## config.mk

```make
export PLATFORM = sky130hd
export DESIGN_NAME = mealy_seq_detector
export DESIGN_NICKNAME = d
export VERILOG_FILES = /design/src/rtl/mealy_seq_det_pkg.sv /design/src/rtl/mealy_seq_det_sat_cnt.sv /design/src/rtl/mealy_seq_detector.sv
export SDC_FILE = /design/constraint.sdc
export NUM_CORES = 1
export LEC_CHECK = 0
export CAP_MARGIN = 40
export CORE_MARGIN = 3
export CORE_UTILIZATION = 39
export CTS_CLUSTER_SIZE = 14
export DETAILED_ROUTE_END_ITERATION = 7
export GPL_TIMING_DRIVEN = 0
export PLACE_DENSITY = 0.71
export SYNTH_ARGS = -nofsm -noshare
export SYNTH_HDL_FRONTEND = slang
export SYNTH_HIERARCHICAL = 1
export SYNTH_SLANG_ARGS = --single-unit
```

## constraint.sdc

```tcl
create_clock -name clk -period 1.5 [get_ports clk]
set_input_delay 0.15 -clock clk [delete_from_list [all_inputs] [get_ports clk]]
set_output_delay 0.15 -clock clk [all_outputs]
set_load 0.05 [all_outputs]
```

## src/rtl/mealy_seq_det_pkg.sv

```systemverilog
// Shared constants and elaboration-time helpers for mealy_seq_detector:
// state-width calculation and the KMP next-state function.
package mealy_seq_det_pkg;

   localparam int MAX_PAT_LEN = 16;

   function automatic int clog2_min1(input int n);
      int r;
      r = 0;
      for (int i = 0; i < 31; i++) begin
         if ((1 << i) < n) r = i + 1;
      end
      return (r < 1) ? 1 : r;
   endfunction

   // Bit idx of the pattern in reception order (idx 0 is received first).
   function automatic logic pat_bit(input logic [MAX_PAT_LEN-1:0] pattern,
                                    input int pat_len, input int idx);
      return 1'(pattern >> (pat_len - 1 - idx));
   endfunction

   function automatic logic vec_bit(input logic [MAX_PAT_LEN-1:0] v, input int idx);
      return 1'(v >> idx);
   endfunction

   // From state k (k bits matched) on input x: the longest proper prefix of
   // the pattern that is a suffix of (matched bits, x). A full match
   // therefore lands on the failure value of the whole pattern.
   function automatic int kmp_next(input logic [MAX_PAT_LEN-1:0] pattern,
                                   input int pat_len, input int k, input logic x);
      logic [MAX_PAT_LEN-1:0] s;
      logic                   b;
      logic                   ok;
      int                     best;
      s    = '0;
      best = 0;
      for (int i = 0; i < MAX_PAT_LEN; i++) begin
         b = (i < k) ? pat_bit(pattern, pat_len, i) : x;
         if (i <= k && b) s = s | (MAX_PAT_LEN'(1) << i);
      end
      for (int j = 1; j < MAX_PAT_LEN; j++) begin
         if (j <= k + 1 && j < pat_len) begin
            ok = 1'b1;
            for (int t = 0; t < MAX_PAT_LEN; t++) begin
               if (t < j && pat_bit(pattern, pat_len, t) != vec_bit(s, k + 1 - j + t))
                  ok = 1'b0;
            end
            if (ok) best = j;
         end
      end
      return best;
   endfunction

endpackage

```

## src/rtl/mealy_seq_det_sat_cnt.sv

```systemverilog
// Saturating up-counter for the match count; holds at all-ones instead of
// wrapping. rst has priority over clr.
module mealy_seq_det_sat_cnt #(
   parameter int CNT_W = 8
) (
   input  logic             clk,
   input  logic             rst_i,
   input  logic             clr_i,
   input  logic             inc_i,
   output logic [CNT_W-1:0] cnt_o
);

   logic [CNT_W-1:0] cnt_q;
   logic [CNT_W-1:0] cnt_d;

   always_comb begin
      cnt_d = cnt_q;
      if (clr_i)
         cnt_d = '0;
      else if (inc_i && (cnt_q != {CNT_W{1'b1}}))
         cnt_d = cnt_q + CNT_W'(1);
   end

   always_ff @(posedge clk) begin
      if (rst_i) cnt_q <= '0;
      else       cnt_q <= cnt_d;
   end

   assign cnt_o = cnt_q;

endmodule

```

## src/rtl/mealy_seq_detector.sv

```systemverilog
// Parametrised Mealy detector for PATTERN on a qualified serial stream.
// Define MEALY_SEQ_DET_REG_OUT_EN to register y (one cycle after the final bit).
module mealy_seq_detector
   import mealy_seq_det_pkg::*;
#(
   parameter int                 PAT_LEN = 4,
   parameter logic [PAT_LEN-1:0] PATTERN = 4'b1011,
   parameter bit                 OVERLAP = 1'b1,
   parameter int                 CNT_W   = 8,
   localparam int                SW      = clog2_min1(PAT_LEN)
) (
   input  logic             clk,
   input  logic             rst,
   input  logic             in_valid,
   input  logic             x,
   input  logic             clear,
   output logic             y,
   output logic [SW-1:0]    state_o,
   output logic [CNT_W-1:0] match_cnt
);

   localparam int                     NS      = 1 << SW;
   localparam logic [MAX_PAT_LEN-1:0] PAT_EXT = MAX_PAT_LEN'(PATTERN);
   localparam logic [SW-1:0]          LAST_ST = SW'(PAT_LEN - 1);

   generate
      if (PAT_LEN < 2 || PAT_LEN > MAX_PAT_LEN) begin : g_bad_len
         $error("mealy_seq_detector: PAT_LEN must be in 2..16");
      end
   endgenerate

   // Next-state table indexed by state, one column per input bit value.
   logic [SW-1:0] nxt0 [NS];
   logic [SW-1:0] nxt1 [NS];

   generate
      for (genvar k = 0; k < NS; k++) begin : g_tbl
         if (k < PAT_LEN) begin : g_live
            assign nxt0[k] = SW'(kmp_next(PAT_EXT, PAT_LEN, k, 1'b0));
            assign nxt1[k] = SW'(kmp_next(PAT_EXT, PAT_LEN, k, 1'b1));
         end else begin : g_unused
            assign nxt0[k] = '0;
            assign nxt1[k] = '0;
         end
      end
   endgenerate

   logic [SW-1:0] state_q;
   logic [SW-1:0] state_d;
   logic          match;
   logic          hit;

   always_comb begin
      match   = in_valid && (state_q == LAST_ST) && (x == PATTERN[0]);
      hit     = match && !clear && !rst;
      state_d = x ? nxt1[state_q] : nxt0[state_q];
      if (match && !OVERLAP) state_d = '0;
   end

   always_ff @(posedge clk) begin
      if (rst)           state_q <= '0;
      else if (clear)    state_q <= '0;
      else if (in_valid) state_q <= state_d;
   end

   assign state_o = state_q;

`ifdef MEALY_SEQ_DET_REG_OUT_EN
   logic y_q;

   always_ff @(posedge clk) begin
      if (rst) y_q <= 1'b0;
      else     y_q <= hit;
   end

   assign y = y_q;
`else
   assign y = hit;
`endif

   mealy_seq_det_sat_cnt #(
      .CNT_W (CNT_W)
   ) u_cnt (
      .clk   (clk),
      .rst_i (rst),
      .clr_i (clear),
      .inc_i (hit),
      .cnt_o (match_cnt)
   );

endmodule

```

# --- Word-level counts from Yosys, hierarchy flattened ---
# Index checks and enable logic that the tools add are counted.
word_totals:
  reg_bits: 10
classes:
  add_sub_neg: 1
  magnitude_cmp: 1
  n_eq_ne: 2
  n_mux: 7
  bitwise: 1
  n_reduce_logical: 8
ops:
  columns: ["operator", "n"]
  rows:
  - ["2-bit 2-to-1 mux", 5]
  - ["8-bit by 1-bit adder with 8-bit output (second input constant)", 1]
  - ["2-bit binary-select mux with 2-bit select", 2]
  - ["8-bit != test (second input constant)", 1]
  - ["1-bit logical AND", 5]
  - ["3-bit greater-or-equal comparator (second input constant)", 1]
  - ["2-bit NOT with 3-bit output", 1]
  - ["2-bit equality test (second input constant)", 1]
  - ["1-bit logical NOT", 2]
  - ["2-bit OR reduction", 1]

# --- Depth between registers and ports, before layout ---
depth:
  depth_word: 6
  ltp_mapped: 5
  depth_no_buf: 5

# --- Hierarchy ---
# The synthesis kept the hierarchy.
modules_own_cells:
  columns: ["mod", "n_inst", "cells_per_inst", "area_per_inst_um2"]
  rows:
  - ["mealy_seq_det_sat_cnt", 1, 47, 435.4]
  - ["mealy_seq_detector", 1, 11, 101.3]

# --- Worst setup path after synthesis ---
# Ideal clock, no wire load.
synth_path:
  kind: "flip-flop to flip-flop"
  from: "reg state_q[0] (netlist: state_o[0])"
  to: "reg u_cnt.cnt_q[5] (netlist: u_cnt/cnt_o[5])"
  setup_ns: 0.100
  arrival_time_ns: 2.946
  required_ns: 1.400
  setup_slack_ns: -1.545
  stages_incl_launch_ff: 6
  period_less_slack_ns: 3.045
  path_cell_list: "dfxtp_1 -> nand4_1 -> nor3_1 -> and4_1 -> a31oi_1 -> a2111oi_4"
synth_via:
  elab_chain_len: 6
synth_lines:
  columns: ["item", "line_no", "rtl"]
  rows:
  - ["start, declared", "mealy_seq_detector.sv:48", "logic [SW-1:0] state_q;"]
  - ["start signal, assigned", "mealy_seq_detector.sv:63", "else if (in_valid) state_q <= state_d;"]
  - ["2-bit equality test", "mealy_seq_detector.sv:54", "match = in_valid && (state_q == LAST_ST) && (x == PATTERN[0]);"]
  - ["1-bit logical AND (2 in series)", "mealy_seq_detector.sv:54", null]
  - ["1-bit logical AND (2 in series)", "mealy_seq_detector.sv:55", "hit = match && !clear && !rst;"]
  - ["via y", "mealy_seq_detector.sv:17", "output logic y,"]
  - ["1-bit logical AND", "mealy_seq_det_sat_cnt.sv:20", "else if (inc_i && (cnt_q != {CNT_W{1'b1}}))"]
  - ["end signal, assigned", "mealy_seq_det_sat_cnt.sv:26", "else cnt_q <= cnt_d;"]
  - ["end, declared", "mealy_seq_det_sat_cnt.sv:13", "logic [CNT_W-1:0] cnt_q;"]
# The timed path passes the listed nets, and every way through them passes these cells.
# A chain may end at the register's enable or synchronous reset.

# --- Final worst setup path ---
layout_path:
  from: "reg state_q[0] (netlist: state_o[0])"
  to: "reg u_cnt.cnt_q[6] (netlist: u_cnt/cnt_o[6])"
layout_via:
  elab_chain_len: 6
layout_lines:
  columns: ["item", "line_no"]
  rows:
  - ["2-bit equality test", "mealy_seq_detector.sv:54"]
  - ["1-bit logical AND (2 in series)", "mealy_seq_detector.sv:54"]
  - ["1-bit logical AND (2 in series)", "mealy_seq_detector.sv:55"]
  - ["1-bit logical AND", "mealy_seq_det_sat_cnt.sv:20"]
# No other way between the ends.

==> flow_summary.json <==
{
  "die_y_microns": 43.1,
  "critical_path_arrival_ns": 1.74,
  "rsz0062_at_grt": "true",
  "root_buffer": "clkbuf_4",
  "antenna_found_initial": 0,
  "core_area_sq_um": 1200,
  "violations": "negative setup slack",
  "numCtsBuffers": 3,
  "globalplace.congestion": 0.766,
  "seq_area_frac_synth_pct": 37.3,
  "crit_fanout": 4,
  "ctsHoldBuffers": 0,
  "ir_drop_mv": 0.354,
  "outcome": "finished, violations left",
  "max_freq_ghz": 0.632,
  "dieArea_sq_um": 1860,
  "required_ns": 1.66,
  "start_util_pct": 44.7,
  "ys.flop_type": "dfxtp_1",
  "routed_wl_microns": 1260,
  "clk_pin_slew_worst_paths_ns": 0.08,
  "clock-sinks": 10,
  "hold_class": "primary input to flip-flop",
  "ios": 16,
  "yosys_register_bits": 10,
  "nNetsFinal": 88,
  "synth_top_area_cell": "dfxtp_1",
  "seq_area_sq_um": 208,
  "finalSetupViolations": 4,
  "drive_above_1_share_pct": 30.9,
  "syn_avg_cell_area_sq_um": 9.25,
  "vias_per_cell": 5.49,
  "ant_nets": 0,
  "yosys-top-cells-area": "dfxtp_1 (37%), mux2i_1 (9.3%), a2111oi_4 (5.1%)",
  "start_kind": "flip-flop",
  "fp.dieW_microns": 43.1,
  "synth_enable_flop_cells": 0,
  "synth_top_area_share_pct": 37.3,
  "skew_ns": 0.00900,
  "grt_pass1_vias": 450,
  "async_flop_share_pct": 0,
  "worst_setup_path_end_kind": "flip-flop",
  "max_cap_viol_count": 0,
  "cts_tree": "done",
  "synth_area_sq_um": 537,
  "synth.most_common_cell": "dfxtp_1",
  "min_from": "x",
  "min_period_over_period_pct": 105,
  "fp-row-count": 12,
  "fin_crit_ns": 1.58,
  "num_vias": 522,
  "grt.total_usage_pct": 14.3,
  "layout_setup_ws_ns": -0.0816,
  "area_growth_pct": 53.8,
  "reg2reg_to": "u_cnt/cnt_o[6]",
  "syn-num-nets": 64,
  "powerDensity_nw_per_um2": 606,
  "synth_common_cells": "dfxtp_1 (10), nand2_1 (6), mux2i_1 (5)",
  "fillers": 104,
  "drt_iter0_drc": 11,
  "post-dp-hpwl_microns": 849,
  "slew_viol_final": 0,
  "portBuffers": 15,
  "place_area_sq_um": 733,
  "hold_path_depth": 3,
  "reg2reg_from": "state_o[0]",
  "grt_pass1_wl_microns": 2000,
  "cts_htree_levels": 1,
  "antennaDiodeCount": 0,
  "slew-limit-headroom_pct": 65.7,
  "overflow": 0,
  "clock_latency_ns": 0.27,
  "multi_input_area_sq_um": 390,
  "worstSetupPathType": "flip-flop to flip-flop",
  "worst_hold_slack_ns": 0.364,
  "grt_max_degree": 10,
  "whs_endpoint": "state_o[1]",
  "wl_per_cell_microns": 13.2,
  "drc_errors": 0,
  "finalHoldViolCount": 0,
  "tightest_slew_ns": 0.513,
  "p_leak_nw": 0.332,
  "stdcell_area_sq_um": 826,
  "rrSetupSlack_ns": -0.08,
  "cts.path.max_buffers": 2,
  "syn_inst": 58,
  "drtPass1Iterations": 4,
  "reg2reg_depth": 5,
  "yosys_warnings": 6,
  "synth_cell_types": 26
}
[flip-flops by register name, summed over array words and instances, names as in the netlist]
name	flops
state_o	2
u_cnt/cnt_o	8
[critical path, cell delays in order, from the launching register on]
cell and delay (ns):
dfxtp_4 0.36, nand4_1 0.15, nor3_4 0.27, nand3_2 0.11
or4_1 0.40, and3_1 0.18
[per-layer routing]
layer  vias to the layer above  global-route usage, %  part of all wire (%)
met2                        17                   18.3                    40
met1                       232                   20.3                    53
li1                        271                      -                     -
met5                         -                      0                     0
met4                         0                   9.04                   1.1
met3                         2                   3.81                   5.7
[layout make-up]
cell class / count / share of cell area [%]
Buffer: 1 / 0.909
Clock buffer: 4 / 3.18
Inverter: 2 / 0.909
Multi-Input combinational cell: 45 / 47.3
Sequential cell: 10 / 25.2
Tap cell: 14 / 2.12
Timing Repair Buffer: 19 / 20.5
[kinds of logic (layout without fill, tap and decap cells)]
family,Yosys count,in the layout,synth area share (%)
compound gates,12,12,19.1
simple gates,27,27,29.1
mux,5,5,9.32
fa+ha+maj,1,1,2.33
flops,10,10,37.3
buf+inv,3,26,2.80
[report_power, final]
part	switching [mW]	internal [mW]	leakage [nW]	total (mW)
clock network	0.0985	0.103	0.0150	0.201
registers	0.000867	0.263	0.0822	0.264
logic	0.0223	0.0129	0.235	0.0352
total	0.122	0.379	0.332	0.501
[timing repair]
action / CTS / global route
resized for setup: 20 / 14
cloned: 0 / 0
endpoints found under the hold margin: 0 / 0
pin swaps: 4 / 3
setup endpoints to repair: 15 / 7
buffers inserted: 1 / 3
[placed cells by master, fill, tap and decap left out, types with 2 or more instances in the layout]
master         netlist  final
dfxtp_4              0      2
mux2i_1              5      5
a21boi_4             0      2
clkbuf_4             0      3
nand2_1              6      6
or3_1                3      3
dfxtp_1             10      8
inv_1                2      2
nand4_1              3      3
dlygate4sd2_1        0     12
buf_4                1      4
a21oi_1              4      3
[how the worst max path moves through the flow]
| stage | from | end | cells past startpoint |
|---|---|---|---|
| after CTS | state_o[0] | u_cnt/cnt_o[6] | 5 |
| final | state_o[0] | u_cnt/cnt_o[6] | 5 |
| after global routing | state_o[1] | u_cnt/cnt_o[6] | 5 |
| after detailed placement | in_valid | y | 4 |
| after floorplan | state_o[0] | u_cnt/cnt_o[6] | 5 |
| after global placement | in_valid | y | 4 |
[stage by stage]
| stage | setup WS [ns] | total power, mW | std cells | TNS [ns] | utilization [%] |
|---|---|---|---|---|---|
| detailed placement | -0.630 | 0.308 | 87 | -2.89 | 61.0 |
| CTS | -0.0850 | 0.502 | 92 | -0.206 | 63.3 |
| global route | -0.159 | 0.520 | 95 | -0.631 | 68.8 |
| global placement | -0.640 | 0.308 | 87 | -2.87 | 61.0 |
| floorplan | -0.529 | 0.284 | 58 | -2.57 | - |
| finish | -0.0816 | 0.501 | 95 | -0.206 | 68.8 |
Power figures use the tool's default switching activity.
